[src/rtl/board_cell_reader.sv]
// Read-side sequencer for the board data memory: scans every cell once per START
// and presents it on a valid/ready stream. Optional SKIP_EMPTY_EN drops zero cells.
module board_cell_reader #(
    parameter int NUM_CELLS  = 36,
    parameter int EDGE_CELLS = 24,
    parameter int CELL_W     = 4,
    parameter int ADDR_W     = 6
) (
    input  logic              clk,
    input  logic              rst,
    input  logic              START,
    input  logic              ABORT,
    output logic [ADDR_W-1:0] MEM_ADDR,
    input  logic [CELL_W-1:0] MEM_DATA,
    output logic              CELL_VALID,
    input  logic              CELL_READY,
    output logic [CELL_W-1:0] CELL_DATA,
    output logic [ADDR_W-1:0] CELL_INDEX,
    output logic              IS_CENTER,
    output logic              BUSY,
    output logic              DONE
);

    localparam logic [1:0] S_IDLE    = 2'd0;
    localparam logic [1:0] S_FETCH   = 2'd1;
    localparam logic [1:0] S_PRESENT = 2'd2;
    localparam logic [1:0] S_FINISH  = 2'd3;

    localparam logic [ADDR_W-1:0] LAST_IDX = ADDR_W'(NUM_CELLS - 1);
    localparam logic [ADDR_W-1:0] EDGE_IDX = ADDR_W'(EDGE_CELLS);

    logic [1:0]        state;
    logic [ADDR_W-1:0] index;
    logic              skip;

    // The memory address is the scan index itself, so it is registered and
    // can never leave 0..NUM_CELLS-1.
    assign MEM_ADDR = index;

`ifdef SKIP_EMPTY_EN
    assign skip = (MEM_DATA == '0);
`else
    assign skip = 1'b0;
`endif

    always_ff @(posedge clk or posedge rst) begin
        if (rst) begin
            state      <= S_IDLE;
            index      <= '0;
            CELL_VALID <= 1'b0;
            CELL_DATA  <= '0;
            CELL_INDEX <= '0;
            IS_CENTER  <= 1'b0;
            BUSY       <= 1'b0;
            DONE       <= 1'b0;
        end else begin
            case (state)
                S_IDLE: begin
                    if (START) begin
                        state <= S_FETCH;
                        index <= '0;
                        BUSY  <= 1'b1;
                    end
                end

                S_FETCH: begin
                    if (ABORT) begin
                        state      <= S_IDLE;
                        index      <= '0;
                        CELL_VALID <= 1'b0;
                        DONE       <= 1'b0;
                        BUSY       <= 1'b0;
                    end else if (skip) begin
                        if (index == LAST_IDX) begin
                            state <= S_FINISH;
                            DONE  <= 1'b1;
                        end else begin
                            index <= index + ADDR_W'(1);
                        end
                    end else begin
                        CELL_DATA  <= MEM_DATA;
                        CELL_INDEX <= index;
                        IS_CENTER  <= (index >= EDGE_IDX);
                        CELL_VALID <= 1'b1;
                        state      <= S_PRESENT;
                    end
                end

                S_PRESENT: begin
                    // ABORT wins over a transfer in the same cycle
                    if (ABORT) begin
                        state      <= S_IDLE;
                        index      <= '0;
                        CELL_VALID <= 1'b0;
                        DONE       <= 1'b0;
                        BUSY       <= 1'b0;
                    end else if (CELL_READY) begin
                        CELL_VALID <= 1'b0;
                        if (index == LAST_IDX) begin
                            state <= S_FINISH;
                            DONE  <= 1'b1;
                        end else begin
                            index <= index + ADDR_W'(1);
                            state <= S_FETCH;
                        end
                    end
                end

                S_FINISH: begin
                    state <= S_IDLE;
                    index <= '0;
                    DONE  <= 1'b0;
                    BUSY  <= 1'b0;
                end

                default: begin
                    state      <= S_IDLE;
                    index      <= '0;
                    CELL_VALID <= 1'b0;
                    DONE       <= 1'b0;
                    BUSY       <= 1'b0;
                end
            endcase
        end
    end

endmodule

[config.mk]
export PLATFORM = sky130hd
export DESIGN_NAME = board_cell_reader
export DESIGN_NICKNAME = d
export VERILOG_FILES = /design/src/rtl/board_cell_reader.sv
export SDC_FILE = /design/constraint.sdc
export NUM_CORES = 1
export LEC_CHECK = 0
export CORE_MARGIN = 10
export CORE_UTILIZATION = 38
export DETAILED_ROUTE_END_ITERATION = 6
export PLACE_DENSITY = 0.72
export SETUP_SLACK_MARGIN = 0.5
export SLEW_MARGIN = 40
export SYNTH_ARGS = -nofsm -noshare
export SYNTH_HDL_FRONTEND = slang
export SYNTH_SLANG_ARGS = --single-unit
[constraint.sdc]
create_clock -name clk -period 2 [get_ports clk]
set_clock_uncertainty 0.1 [all_clocks]
set_input_delay 0.5 -clock clk [delete_from_list [all_inputs] [get_ports clk]]
set_output_delay 0.5 -clock clk [all_outputs]
set_load 0.05 [all_outputs]
After elaboration in Yosys (flattened, before gate mapping)
Index checks and enable logic that the tools add are counted.
{"block": "classes", "n_addsub": 1, "order_cmp": 1, "eq_ne": 10, "mux": 23, "bitwise": 1, "n_reduce_logical": 10}
{"operator": "6-bit two-way mux", "n": 5}
{"operator": "6-bit one-hot mux with 4 select lines", "n": 1}
{"operator": "2-bit two-way mux", "n": 5}
{"operator": "3-bit != test (second input constant)", "n": 3}
{"operator": "1-bit two-way mux", "n": 8}
{"operator": "2-bit one-hot mux with 4 select lines", "n": 1}
{"operator": "2-bit AND reduction", "n": 4}
{"operator": "4-bit AND reduction", "n": 2}
{"operator": "6-bit by 1-bit adder with 6-bit output (second input constant)", "n": 1}
{"operator": "6-bit equality test (second input constant)", "n": 1}
{"operator": "6-bit by 5-bit >= comparator with 1-bit output (second input constant)", "n": 1}
{"operator": "1-bit one-hot mux with 3 select lines", "n": 2}
{"operator": "2-bit equality test (second input constant)", "n": 2}
{"operator": "2-bit != test (second input constant)", "n": 2}
{"operator": "3-bit nonzero test", "n": 1}
{"operator": "2-bit by 1-bit equality test with 1-bit output (second input constant)", "n": 1}
{"operator": "2-bit logical NOT", "n": 1}
{"operator": "2-bit by 1-bit != test with 1-bit output (second input constant)", "n": 1}
{"operator": "1-bit one-hot mux with 2 select lines", "n": 1}
{"operator": "2-bit nonzero test", "n": 1}
{"operator": "2-bit OR reduction", "n": 1}
{"operator": "1-bit inverter", "n": 1}
{"block": "word_totals", "register_bits": 22, "in_bits": 9, "output_inout_bits": 20, "elab_cells": 54}

Depth between registers and ports, before layout
Gate-level depths: netlist (run 1).
{"block": "logic_depth", "depth_word": 5, "depth_mapped": 8, "depth_no_buf": 6}

Worst setup path after synthesis (run 1)
OpenSTA, ideal clock, no wires.
{"block": "synth_timing", "path_type": "flip-flop to flip-flop", "from": "reg state[0]", "to": "reg index[5] (netlist: MEM_ADDR[5])", "setup_time_ps": 93, "arrival_time_ps": 1843, "required_ps": 1807, "path_slack_ps": -36, "path_stages_with_launch": 8, "n_path_buf": 2, "period_less_slack_ps": 2036, "path_cell_list": "dfrtp_1 -> ha_1 -> nor2b_1 -> buf_6 -> or3_1 -> buf_2 -> or3b_1 -> o31ai_2"}
{"block": "synth_between", "elab_chain_cells": 3, "word_cells_on_any_way": 10, "cone_classes": "7 x eq/ne; 1 x mux; 2 x reduce/logical"}
{"item": "start: declaration", "line_no": "32", "rtl": "logic [1:0] state;"}
{"item": "start signal: assignment", "line_no": "48", "rtl": "state <= S_IDLE;"}
{"item": "start signal: assignment", "line_no": "60", "rtl": "state <= S_FETCH;"}
{"item": "start signal: assignment", "line_no": "68", "rtl": "state <= S_IDLE;"}
{"item": "2-bit equality test (tied with other cells)", "line_no": "57", "rtl": "case (state)"}
{"item": "3-bit != test (no line) or 2-bit != test (tied branches)"}
{"item": "4-bit AND reduction (no line)"}
{"item": "end signal: assignment", "line_no": "78", "rtl": "index <= index + ADDR_W'(1);"}
{"item": "end signal: assignment", "line_no": "103", "rtl": "index <= index + ADDR_W'(1);"}
{"item": "end: declaration", "line_no": "33", "rtl": "logic [ADDR_W-1:0] index;"}
Several ways; a longest one is shown, not always the timed one.
A chain may end at the register's enable or synchronous reset.

Worst setup path in the final report (run 1)
Same ends and word-level chain as after synthesis.

==> results of run 1 <==
==> state kept, by name (all words and copies together) (netlist names) <==
name,count
DONE,1
state,2
BUSY,1
CELL_INDEX,6
MEM_ADDR,6
CELL_DATA,4
CELL_VALID,1
IS_CENTER,1
==> power breakdown <==
group	internal (mW)	switching (mW)	leakage, nW	total, mW
registers	0.543	0.0759	0.282	0.619
logic	0.664	0.671	0.567	1.34
clock network	0.111	0.139	0.0210	0.250
total	1.32	0.886	0.870	2.21
==> layout by cell type, fill, tap and decap left out, drive strengths merged <==
cell type	synthesis	layout
nand2b	4	4
a31oi	1	1
nor4b	1	1
nor2	5	5
o31ai	1	1
clkbuf	1	4
inv	7	7
ha	5	5
bufbuf	0	1
nor3b	2	2
nand3	3	3
or3	1	1
o22ai	1	1
a21oi	6	6
or3b	1	1
nor3	1	1
nor2b	3	3
nand2	4	4
o32ai	1	1
o21ai	7	7
dlygate4sd2	0	2
or4	2	2
clkdlybuf4s50	0	6
o22a	1	1
mux2	10	10
and3	1	1
buf	2	49
mux2i	1	1
dfrtp	22	22
==> critical path, delay by kind of cell (launching register included) <==
kind | cells | cell delay, ps
AO/OA/AOI/OAI | 1 | 180
adder cells (fa/ha/maj) | 1 | 170
buffers and inverters | 1 | 140
flip-flops | 1 | 420
AND/OR/NAND/NOR | 3 | 880
==> cell families (layout without fill, tap and decap cells) <==
| logic type | Yosys count | in the layout | share of synthesized area |
|---|---|---|---|
| AO/OA/AOI/OAI | 18 | 18 | 0.103 |
| adder cells (fa/ha/maj) | 5 | 5 | 0.0597 |
| buffers and inverters | 10 | 69 | 0.0442 |
| flip-flops | 22 | 22 | 0.526 |
| multiplexers | 11 | 11 | 0.117 |
| AND/OR/NAND/NOR | 28 | 28 | 0.151 |
==> final cells by class <==
| class | count | area [µm²] |
|---|---|---|
| clock buffer | 4 | 36.3 |
| fill | 178 | 672 |
| inverter | 7 | 26.3 |
| multi-input combinational | 62 | 611 |
| sequential | 22 | 557 |
| tap | 30 | 37.5 |
| timing repair buffer | 58 | 606 |
==> metal layers <==
| metal | vias to the layer above | part of all wire | track usage |
|---|---|---|---|
| met1 | 451 | 0.38 | 0.118 |
| met3 | 4 | 0.080 | 0.0544 |
| li1 | 444 | - | - |
| met2 | 24 | 0.53 | 0.208 |
| met4 | 0 | 0.012 | 0.0190 |
| met5 | - | 0 | 0 |
==> final timing paths <==
path                         startpoint      endpoint  slack (ps)
setup / recovery               state[0]   MEM_ADDR[5]          30
hold / removal                      rst          DONE         400
setup reg to reg               state[0]   MEM_ADDR[5]          30
hold reg to reg            CELL_DATA[2]  CELL_DATA[2]         450
max in group asynchronous           rst   MEM_ADDR[2]        1150
min in group clk           CELL_DATA[2]  CELL_DATA[2]         450
==> metrics by stage <==
| step | utilization | power [mW] | setup TNS (ps) | area, µm² |
|---|---|---|---|---|
| 6_report | 0.736 | 2.21 | 0 | 1870 |
| 5_1_grt | 0.736 | 2.33 | -5.44 | 1870 |
| 4_1_cts | 0.692 | 2.10 | 0 | 1760 |
| 3_5_place_dp | 0.584 | 1.56 | -1820 | 1490 |
| 3_3_place_gp | 0.584 | 1.54 | -1510 | 1490 |
| 2_1_floorplan | - | 1.31 | 0 | 1150 |
==> repair_timing <==
action	CTS	global route
gates resized for setup	34	14
pin swaps	5	0
hold endpoints to repair	0	0
cloned	1	0
setup buffers	9	8
endpoints found under the setup margin	40	40
hold buffers	0	0
==> flow_summary.toml, run 1 <==
[critical_path]
cpPeakStageDelay_ps = 420
path_class = "reg2reg"
worstSetupStartpointType = "flop"
critPathArrivalTime_ps = 2100
r2r_cells = 6
required_ps = 2130
cp-end-kind = "flop"
cp_cell_sequence = "buf_4, ha_2, nor2b_4, or3_4, or3b_4, o31ai_2"
cp_slowest_cell = "dfrtp_1"
crit_path_max_fanout = 4

[grt]
overflow = 0
grt_util_all_layers = 0.114
grt_start_max_net_pins = 23
grt_pass1_wl_um = 4870
grt_pass1_vias = 1025
antenna_found_initial = 0

[logic_synthesis]
ys_warn_count = 0
yosysSeqAreaShare = 0.526
yosys-top-cells-area = "dfrtp_1, mux2_2, ha_1"
ys_top_cells_by_count = "dfrtp_1, mux2_2, inv_1"
async_flop_share = 1.00
synth.cell_area_um2 = 1050
synth_top_area_cell = "dfrtp_1"
synth_nets = 108
syn_inst = 94
synth.ff_latch_count = 22
synth_top_area_share = 0.526
synthFlopType = "dfrtp_1"
syn_area_per_cell_um2 = 11.1
yosysUniqueCellTypes = 28
synth_edf_count = 0
yosysMostFrequentCell = "dfrtp_1"

[timing]
post-route-period-util = 0.986
slew-limit-headroom = 0.770
max_freq_mhz = 507
finalMaxSlewViolations = 0
grt_setup_unrepaired = "yes"
hold_viol_final = 0
fin_hold_ws_ps = 400
fin_crit_ps = 1970
worst_slew_pin_slew_ps = 343
finalSetupViolCount = 0
setup_slack_ps = 27.8

[power_and_ir_drop]
vdd_drop_max_mv = 1.09
p_per_area_nw_per_um2 = 1180
power.leakage_nw = 0.870

[placement]
dp.cells = 161
port_buffers = 28
gp_congestion = 0.879
dp_hpwl_um = 2000
pre_cts_slack_ps = -373

[drt]
wl_per_cell_um = 16.6
vias_per_cell = 5.04
drt_first_pass_iters = 4
wl_um = 3040
ant_nets = 0
drc = 0
vias = 923
drtIter0Drc = 17

[layout]
n_antenna_cell = 0
synthToLayoutAreaGrowth_pct = 78.9
drive_above_1_share = 0.588
fin_nets = 168
instances_no_fill = 183

[floorplanning]
die_w_um = 72.5
ioPinCount = 29
start_util = 0.412
core_um2 = 2540
die_h_um = 72.5
core.rowCount = 18
dieArea_um2 = 5260

[clock_network]
cts_buffers = 3
clock-root-buffer = "clkbuf_4"
clockBufferDepth = 2
clkSlewWorstSetupHoldPaths_ps = 130
cts_sinks = 22
insertion_delay_ps = 320
htreeDepth = 1
cts_tree = "built"

[hold_path]
min_path_type = "in2async"

[run]
maxCapViolCount = 0

[run_status]
status = "finished clean"
(Power assumes the default switching activity.)
==> run 2: changes to the inputs <==
- CAP_MARGIN: unset -> 15
==> results of run 2 <==
No change in the layout: final DEF, timing and power equal those of run 1.
